File: src/rtl/audio_pkg.sv
// Shared audio constants for the codec datapath.
//   - Default I2S frame geometry (sample width, slot width).
//   - BCLK divider default derived from the 50 MHz oscillator.
//   - Word-select encoding (LRC_LEFT / LRC_RIGHT).
//   - cnt_width(): counter width helper for small parameterised counters.
package audio_pkg;

  localparam int unsigned OscClkHz       = 50_000_000;
  localparam int unsigned BclkHz         = 3_125_000;
  localparam int unsigned DefSampleWidth = 16;
  localparam int unsigned DefSlotBits    = 32;
  // osc_clk cycles per BCLK half-period
  localparam int unsigned DefBclkDiv     = OscClkHz / (2 * BclkHz);

  localparam logic LRC_LEFT  = 1'b0;
  localparam logic LRC_RIGHT = 1'b1;

  // Bits needed to count 0..n-1 (at least one bit).
  function automatic int unsigned cnt_width(input int unsigned n);
    return (n <= 1) ? 1 : $clog2(n);
  endfunction

endpackage

File: src/rtl/i2s_clkgen.sv
// I2S timing generator: BCLK divider, bit counter and word select.
// Ports:
//   clk_i          system clock (osc_clk)
//   rst_i          synchronous active-high reset
//   enable_i       run; low holds the interface idle within one cycle
//   bclk_o         registered bit clock
//   daclrc_o       registered word select (LRC_LEFT / LRC_RIGHT)
//   fall_tick_o    strobe: bclk falls on the next clk_i edge
//   frame_start_o  strobe: fall_tick_o that starts a new frame (bit 0)
module i2s_clkgen
  import audio_pkg::*;
#(
  parameter int unsigned SlotBits = DefSlotBits,
  parameter int unsigned BclkDiv  = DefBclkDiv
) (
  input  logic clk_i,
  input  logic rst_i,
  input  logic enable_i,
  output logic bclk_o,
  output logic daclrc_o,
  output logic fall_tick_o,
  output logic frame_start_o
);

  localparam int unsigned FrameBits = 2 * SlotBits;
  localparam int unsigned DivW      = cnt_width(BclkDiv);
  localparam int unsigned BitW      = cnt_width(FrameBits);
  localparam logic [DivW-1:0] DivLast   = DivW'(BclkDiv - 1);
  localparam logic [BitW-1:0] BitLast   = BitW'(FrameBits - 1);
  localparam logic [BitW-1:0] SlotStart = BitW'(SlotBits);

  logic [DivW-1:0] div_cnt_q, div_cnt_d;
  logic [BitW-1:0] bit_cnt_q, bit_cnt_d, ws_pos;
  logic            bclk_q, bclk_d, daclrc_q, daclrc_d;
  logic            term, fall_tick, frame_start;

  always_comb begin
    term        = enable_i && (div_cnt_q == DivLast);
    fall_tick   = term && bclk_q;
    frame_start = fall_tick && (bit_cnt_q == BitLast);

    div_cnt_d = div_cnt_q;
    bit_cnt_d = bit_cnt_q;
    bclk_d    = bclk_q;
    daclrc_d  = daclrc_q;
    ws_pos    = '0;

    if (!enable_i) begin
      div_cnt_d = '0;
      bit_cnt_d = BitLast;
      bclk_d    = 1'b0;
      daclrc_d  = LRC_LEFT;
    end else begin
      div_cnt_d = term ? '0 : div_cnt_q + 1'b1;
      if (term) bclk_d = ~bclk_q;
      if (fall_tick) begin
        bit_cnt_d = (bit_cnt_q == BitLast) ? '0 : bit_cnt_q + 1'b1;
        // Word select looks one bit ahead so it changes one BCLK before the slot MSB.
        ws_pos    = (bit_cnt_d == BitLast) ? '0 : bit_cnt_d + 1'b1;
        daclrc_d  = (ws_pos >= SlotStart) ? LRC_RIGHT : LRC_LEFT;
      end
    end
  end

  always_ff @(posedge clk_i) begin
    if (rst_i) begin
      div_cnt_q <= '0;
      bit_cnt_q <= BitLast;
      bclk_q    <= 1'b0;
      daclrc_q  <= LRC_LEFT;
    end else begin
      div_cnt_q <= div_cnt_d;
      bit_cnt_q <= bit_cnt_d;
      bclk_q    <= bclk_d;
      daclrc_q  <= daclrc_d;
    end
  end

  assign bclk_o        = bclk_q;
  assign daclrc_o      = daclrc_q;
  assign fall_tick_o   = fall_tick;
  assign frame_start_o = frame_start;

endmodule

File: src/rtl/i2s_dac_tx.sv
// Stereo I2S transmitter driving the codec DAC serial input.
// Ports:
//   osc_clk    system clock (50 MHz); all flops run on it
//   reset      synchronous active-high reset
//   enable     run the serial interface; low holds it idle
//   s_left     left sample (two's complement)
//   s_right    right sample (two's complement)
//   s_valid    sample pair valid
//   s_ready    holding register can accept a pair
//   bclk       I2S bit clock
//   daclrc     word select, 0 = left, 1 = right
//   dacdat     serial data, MSB first, changes only as bclk falls
//   underflow  one-cycle pulse when a frame starts with no pair held
module i2s_dac_tx
  import audio_pkg::*;
#(
  parameter int unsigned SAMPLE_WIDTH = DefSampleWidth,
  parameter int unsigned SLOT_BITS    = DefSlotBits,
  parameter int unsigned BCLK_DIV     = DefBclkDiv
) (
  input  logic                    osc_clk,
  input  logic                    reset,
  input  logic                    enable,
  input  logic [SAMPLE_WIDTH-1:0] s_left,
  input  logic [SAMPLE_WIDTH-1:0] s_right,
  input  logic                    s_valid,
  output logic                    s_ready,
  output logic                    bclk,
  output logic                    daclrc,
  output logic                    dacdat,
  output logic                    underflow
);

  localparam int unsigned FrameBits = 2 * SLOT_BITS;

  logic                    fall_tick, frame_start, accept;
  logic                    hold_full_q, hold_full_d;
  logic [SAMPLE_WIDTH-1:0] hold_left_q, hold_left_d, hold_right_q, hold_right_d;
  logic [FrameBits-1:0]    shreg_q, shreg_d, frame;
  logic                    dacdat_q, dacdat_d, underflow_q, underflow_d;

  i2s_clkgen #(
    .SlotBits (SLOT_BITS),
    .BclkDiv  (BCLK_DIV)
  ) u_clkgen (
    .clk_i         (osc_clk),
    .rst_i         (reset),
    .enable_i      (enable),
    .bclk_o        (bclk),
    .daclrc_o      (daclrc),
    .fall_tick_o   (fall_tick),
    .frame_start_o (frame_start)
  );

  always_comb begin
    // A pair being consumed this cycle frees the holding register for a new one.
    s_ready = !hold_full_q || frame_start;
    accept  = s_valid && s_ready;

    // Samples sit MSB-aligned in their slots; unused LSBs stay zero.
    frame = '0;
    frame[FrameBits-1 -: SAMPLE_WIDTH] = hold_full_q ? hold_left_q : '0;
    frame[SLOT_BITS-1 -: SAMPLE_WIDTH] = hold_full_q ? hold_right_q : '0;

    hold_full_d  = hold_full_q;
    hold_left_d  = hold_left_q;
    hold_right_d = hold_right_q;
    if (accept) begin
      hold_full_d  = 1'b1;
      hold_left_d  = s_left;
      hold_right_d = s_right;
    end else if (frame_start) begin
      hold_full_d = 1'b0;
    end

    shreg_d     = shreg_q;
    dacdat_d    = dacdat_q;
    underflow_d = frame_start && !hold_full_q;
    if (!enable) begin
      shreg_d  = '0;
      dacdat_d = 1'b0;
    end else if (frame_start) begin
      // Frame MSB goes straight to dacdat; the register keeps the remainder.
      shreg_d  = frame << 1;
      dacdat_d = frame[FrameBits-1];
    end else if (fall_tick) begin
      shreg_d  = shreg_q << 1;
      dacdat_d = shreg_q[FrameBits-1];
    end
  end

  always_ff @(posedge osc_clk) begin
    if (reset) begin
      hold_full_q  <= 1'b0;
      hold_left_q  <= '0;
      hold_right_q <= '0;
      shreg_q      <= '0;
      dacdat_q     <= 1'b0;
      underflow_q  <= 1'b0;
    end else begin
      hold_full_q  <= hold_full_d;
      hold_left_q  <= hold_left_d;
      hold_right_q <= hold_right_d;
      shreg_q      <= shreg_d;
      dacdat_q     <= dacdat_d;
      underflow_q  <= underflow_d;
    end
  end

  assign dacdat    = dacdat_q;
  assign underflow = underflow_q;

endmodule

File: config.mk
export PLATFORM = sky130hd
export DESIGN_NAME = i2s_dac_tx
export DESIGN_NICKNAME = d
export VERILOG_FILES = /design/src/rtl/audio_pkg.sv /design/src/rtl/i2s_clkgen.sv /design/src/rtl/i2s_dac_tx.sv
export SDC_FILE = /design/constraint.sdc
export NUM_CORES = 1
export LEC_CHECK = 0
export BUFFER_PORTS_ARGS = -buffer_cell sky130_fd_sc_hd__buf_4
export CAP_MARGIN = 20
export CORE_MARGIN = 2
export CORE_UTILIZATION = 46
export CTS_CLUSTER_DIAMETER = 200
export DETAILED_ROUTE_END_ITERATION = 8
export PLACE_DENSITY = 0.65
export SLEW_MARGIN = 20
export SYNTH_ARGS = -nofsm -noshare
export SYNTH_HDL_FRONTEND = slang
export SYNTH_SLANG_ARGS = --single-unit
File: constraint.sdc
create_clock -name osc_clk -period 2.2 [get_ports osc_clk]
set_input_delay 0.33 -clock osc_clk [delete_from_list [all_inputs] [get_ports osc_clk]]
set_output_delay 0.33 -clock osc_clk [all_outputs]
set_load 0.005 [all_outputs]
After elaboration in Yosys (flattened, before gate mapping)
Index checks and enable logic that the tools add are counted.

cells by class
  add/subtract/negate cells = 3
  magnitude comparators = 1
  equal/unequal tests = 3
  multiplexer cells = 11
  bitwise operators = 2
  reduce and logical (&&, ||, !) cells = 12

operators by type and width
  cell                                                            count
  64-bit two-way mux                                              2
  16-bit two-way mux                                              2
  6-bit by 1-bit adder with 6-bit output (second input constant)  2
  6-bit equality test (second input constant)                     2
  6-bit two-way mux                                               2
  6-bit greater-or-equal comparator (second input constant)       1
  3-bit OR reduction                                              2
  1-bit logical AND                                               5
  1-bit two-way mux                                               5
  2-bit nonzero test                                              2
  3-bit by 1-bit adder with 3-bit output (second input constant)  1
  3-bit equality test (second input constant)                     1
  1-bit inverter                                                  2
  2-bit OR reduction                                              1
  1-bit logical NOT                                               1
  1-bit logical OR                                                1

word-level totals
  register bits = 93
  bits of input ports = 36
  output and inout port bits = 5
  logic and storage cells = 43

Depth between registers and ports, before layout
  depth in word-level cells = 7
  mapped depth = 9
  gate-level depth less buffers = 7

Cells and area by module
From an unflattened synthesis, not the netlist that was laid out.

second synthesis, totals
  cells, all modules = 448
  area total of the unflattened synthesis = 4107.7 sq um

modules (own cells, without submodules)
  module      instances  cells an instance  area each (sq um)  sequential area each (sq um)
  i2s_dac_tx  1          386                3549.7             1641.6
  i2s_clkgen  1          62                 558.0              220.2

Least setup slack after synthesis
No wires, ideal clock.

  path type = register -> register
  start = reg u_clkgen.div_cnt_q[0]
  end = reg hold_left_q[0]
  library setup time = 128 ps
  data arrival time = 1678 ps
  required time = 2072 ps
  path slack = 394 ps
  stages on the path, launching flop included = 10
  path buffers = 2
  clock period less this slack = 1806 ps
  cells stage by stage = dfxtp_1 ha_1 ha_1 buf_4 nand3_2 o31ai_4 nand2_2 buf_6 mux2i_1 nor2_1

on the way
  longest elaborated chain between the ends = 6

ends and longest elaborated chain
  item                    RTL line           source
  start, declared         i2s_clkgen.sv:32   logic [DivW-1:0] div_cnt_q, div_cnt_d;
  start signal, assigned  i2s_clkgen.sv:72   div_cnt_q <= div_cnt_d;
  3-bit equality test     i2s_clkgen.sv:38   term = enable_i && (div_cnt_q == DivLast);
  1-bit logical AND       i2s_clkgen.sv:38
  1-bit logical AND       i2s_clkgen.sv:39   fall_tick = term && bclk_q;
  1-bit logical AND       i2s_clkgen.sv:40   frame_start = fall_tick && (bit_cnt_q == BitLast);
  1-bit logical OR        i2s_dac_tx.sv:57   s_ready = !hold_full_q || frame_start;
  named net s_ready       i2s_dac_tx.sv:27   output logic s_ready,
  1-bit logical AND       i2s_dac_tx.sv:58   accept = s_valid && s_ready;
  end signal, assigned    i2s_dac_tx.sv:102  hold_left_q <= hold_left_d;
  end, declared           i2s_dac_tx.sv:38   logic [SAMPLE_WIDTH-1:0] hold_left_q, hold_left_d, hold_right_q, hold_right_d;

The timed path passes the listed nets, and every way through them passes these cells.
A chain may end at the register's enable or synchronous reset.

Final worst setup path
  start = reg u_clkgen.bit_cnt_q[1]
  end = out s_ready

on the way
  longest elaborated chain between the ends = 3

ends and longest elaborated chain
  item                    RTL line          source
  start, declared         i2s_clkgen.sv:33  logic [BitW-1:0] bit_cnt_q, bit_cnt_d, ws_pos;
  start signal, assigned  i2s_clkgen.sv:68  bit_cnt_q <= BitLast;
  start signal, assigned  i2s_clkgen.sv:73  bit_cnt_q <= bit_cnt_d;
  6-bit equality test     i2s_clkgen.sv:40
  1-bit logical AND       i2s_clkgen.sv:40
  1-bit logical OR        i2s_dac_tx.sv:57
  end, declared           i2s_dac_tx.sv:27

No other way between the ends.

==> metrics.cfg <==
[placed_design]
port_buffers = 40
dpl-instance-area_sq_um = 4050
gp_congestion = 0.730
dp_hpwl_um = 4870

[logic_synthesis]
syn_nets = 431
syn_inst = 391
synth_top_area_share = 0.511
synth_ff_type = dfxtp_1
seq_area_frac_synth = 0.511
synth_most_common_cell = dfxtp_1
yosys_warnings = 0
syn_avg_cell_area_sq_um = 9.32
synth_edf_count = 0
netlist_area_sq_um = 3640
synthTopCellsByCount = dfxtp_1, nand2_1, nor2_1
synth_top_cell_by_area = dfxtp_1
async_flop_share = 0
ys_ff_latch = 93
yosysUniqueCellTypes = 41
synth.area.top_cells = dfxtp_1, mux2i_1, nand2_1

[worst_setup_path]
cp_data_arrival_time_ns = 1.69
cp.required_ns = 1.87
critPathMaxFanout = 6
path_class = register to output pin
startpoint_type = register
cp-end-kind = output pin

[floorplan]
core_sq_um = 7690
die_h_um = 93.0
start_util = 0.474
rows = 32
fp.dieW_um = 93.0
io_pins = 41
die_area_sq_um = 8650

[pwr]
leakagePower_uw = 0.00180
ir_worst_vdd_mv = 0.348
pwr_density_cell_nw_per_um2 = 698

[layout]
finalNetCount = 469
diodes = 0
nFillCells = 744
final_layout_size_suffix_gt1_frac = 0.189
finalInstanceArea_sq_um = 4230
syn_to_final_growth_pct = 16.1

[global_route]
grt_use_total = 0.182
grt_pass1_vias = 2834
grt_first_pass_wirelength_um = 12700
grt_overflow_total = 0
antenna_found_initial = 0
grt_max_degree = 52

[clock_network]
ctsHoldBuffers = 0
clockBufferDepth = 2
htree_levels = 3
cts_sinks = 93
cts_inserted_buffers = 9
clkSlewWorstSetupHoldPaths_ns = 0.08
clock_latency_ns = 0.36
cts-resized-gates = 0
root_buffer = clkbuf_8
postCtsSetupRepairBufs = 0
cts_tree = yes

[sta]
worst_pin_slew_ns = 0.390
post-route-period-util = 0.917
maxSlewViolCount = 0
max_clock_freq_mhz = 495
worst_clock_skew_ns = 0.0120
rsz0062_at_grt = no
hold_ws_ns = 0.193
final.setup.tns_ns = 0
fin_crit_ns = 2.02
hold_viol_final = 0
maxSlewHeadroom = 0.740
setup_viol = 0

[status]
outcome = finished clean

[drt]
firstDrtPassIters = 5
drtAntennaViolNets = 0
num_vias = 2837
totalWireLength_um = 7200
post_drt_wl_per_cell_um = 13.4
routed_via_density = 5.29
drc = 0
drt_iter0_drc = 180

[run]
max-cap-violations = 0

[worst_hold_path]
hold_path.class = primary input to register

sequential cells by signal, summed over array words and instances (netlist names):
signal	cells
u_clkgen.bit_cnt_q	6
shreg_q	47
u_clkgen.div_cnt_q	3
hold_right_q	16
dacdat	1
hold_full_q	1
hold_left_q	16
underflow	1
u_clkgen.daclrc_o	1
u_clkgen.bclk_o	1
per-stage QoR:
stage / utilization / instances / setup slack (ns) / power [uW]
6_report: 0.550 / 536 / 0.182 / 2950
5_1_grt: 0.550 / 536 / 0.0376 / 3090
3_3_place_gp: 0.527 / 520 / 0.211 / 1970
2_1_floorplan: - / 391 / 0.394 / 1890
4_1_cts: 0.550 / 536 / 0.0278 / 2990
3_5_place_dp: 0.527 / 520 / 0.172 / 1980
layer usage:
| layer | wire length, um | global-route usage | up-vias |
|---|---|---|---|
| li1 | - | - | 1443 |
| met1 | 3400 | 0.233 | 1337 |
| met2 | 3380 | 0.298 | 50 |
| met3 | 337 | 0.0483 | 7 |
| met4 | 85 | 0.0625 | 0 |
| met5 | 0 | 0 | - |
cell type report:
class                           count  area (sq um)  area share
Clock inverter                      5          33.8     0.00799
Multi-Input combinational cell    252          1570       0.371
Timing Repair Buffer               55           425       0.101
Tap cell                          102           128      0.0302
Clock buffer                       11           141      0.0334
Sequential cell                    93          1860       0.441
Inverter                           18          67.6      0.0160
path summary, 6_finish.rpt:
kind	start	endpoint	slack [ns]	cells past startpoint
setup / recovery	u_clkgen.bit_cnt_q[1]$_SDFFE_PP1N_	s_ready	0.18	4
setup reg to reg	u_clkgen.div_cnt_q[0]$_SDFF_PP0_	shreg_q[26]$_SDFFE_PP0P_	0.27	8
hold / removal	reset	hold_right_q[14]$_SDFFE_PP0P_	0.19	2
hold reg to reg	u_clkgen.div_cnt_q[0]$_SDFF_PP0_	u_clkgen.div_cnt_q[0]$_SDFF_PP0_	0.45	1
power by group:
part / internal [uW] / switching [uW]
clock: 442 / 578
sequential: 1720 / 20.9
combinational: 99.5 / 93.0
total: 2260 / 692
cell families after synthesis:
group / after synthesis / share of synthesized area
AND/OR/NAND/NOR: 149 / 0.183
flip-flops: 93 / 0.511
AO/OA/AOI/OAI: 63 / 0.136
buffers and inverters: 46 / 0.0587
multiplexers: 32 / 0.0879
XOR/XNOR: 4 / 0.00962
adder cells (fa/ha/maj): 4 / 0.0137
placed cells by master, fill, tap and decap left out, drive strengths merged, types with 2 or more instances in the layout:
cell       n
clkinv     2
o211ai     2
clkbuf    11
nand2b     3
a311oi    17
inv       19
clkinvlp   2
buf       55
nor3       4
nand3     22
mux2i     32
nor2      53
a222oi    14
nand4      2
dfxtp     93
o31ai      2
o21ai      2
a21oi     20
nand2     60
nor3b      2
ha         4
xor2       3
critical path, cell delays in order (launching register included):
cell and delay, ns:
dfxtp_1 0.46, ha_2 0.28, nand2_1 0.17, o31ai_4 0.26, buf_4 0.17
No activity file was read; power rests on OpenSTA's default activity.
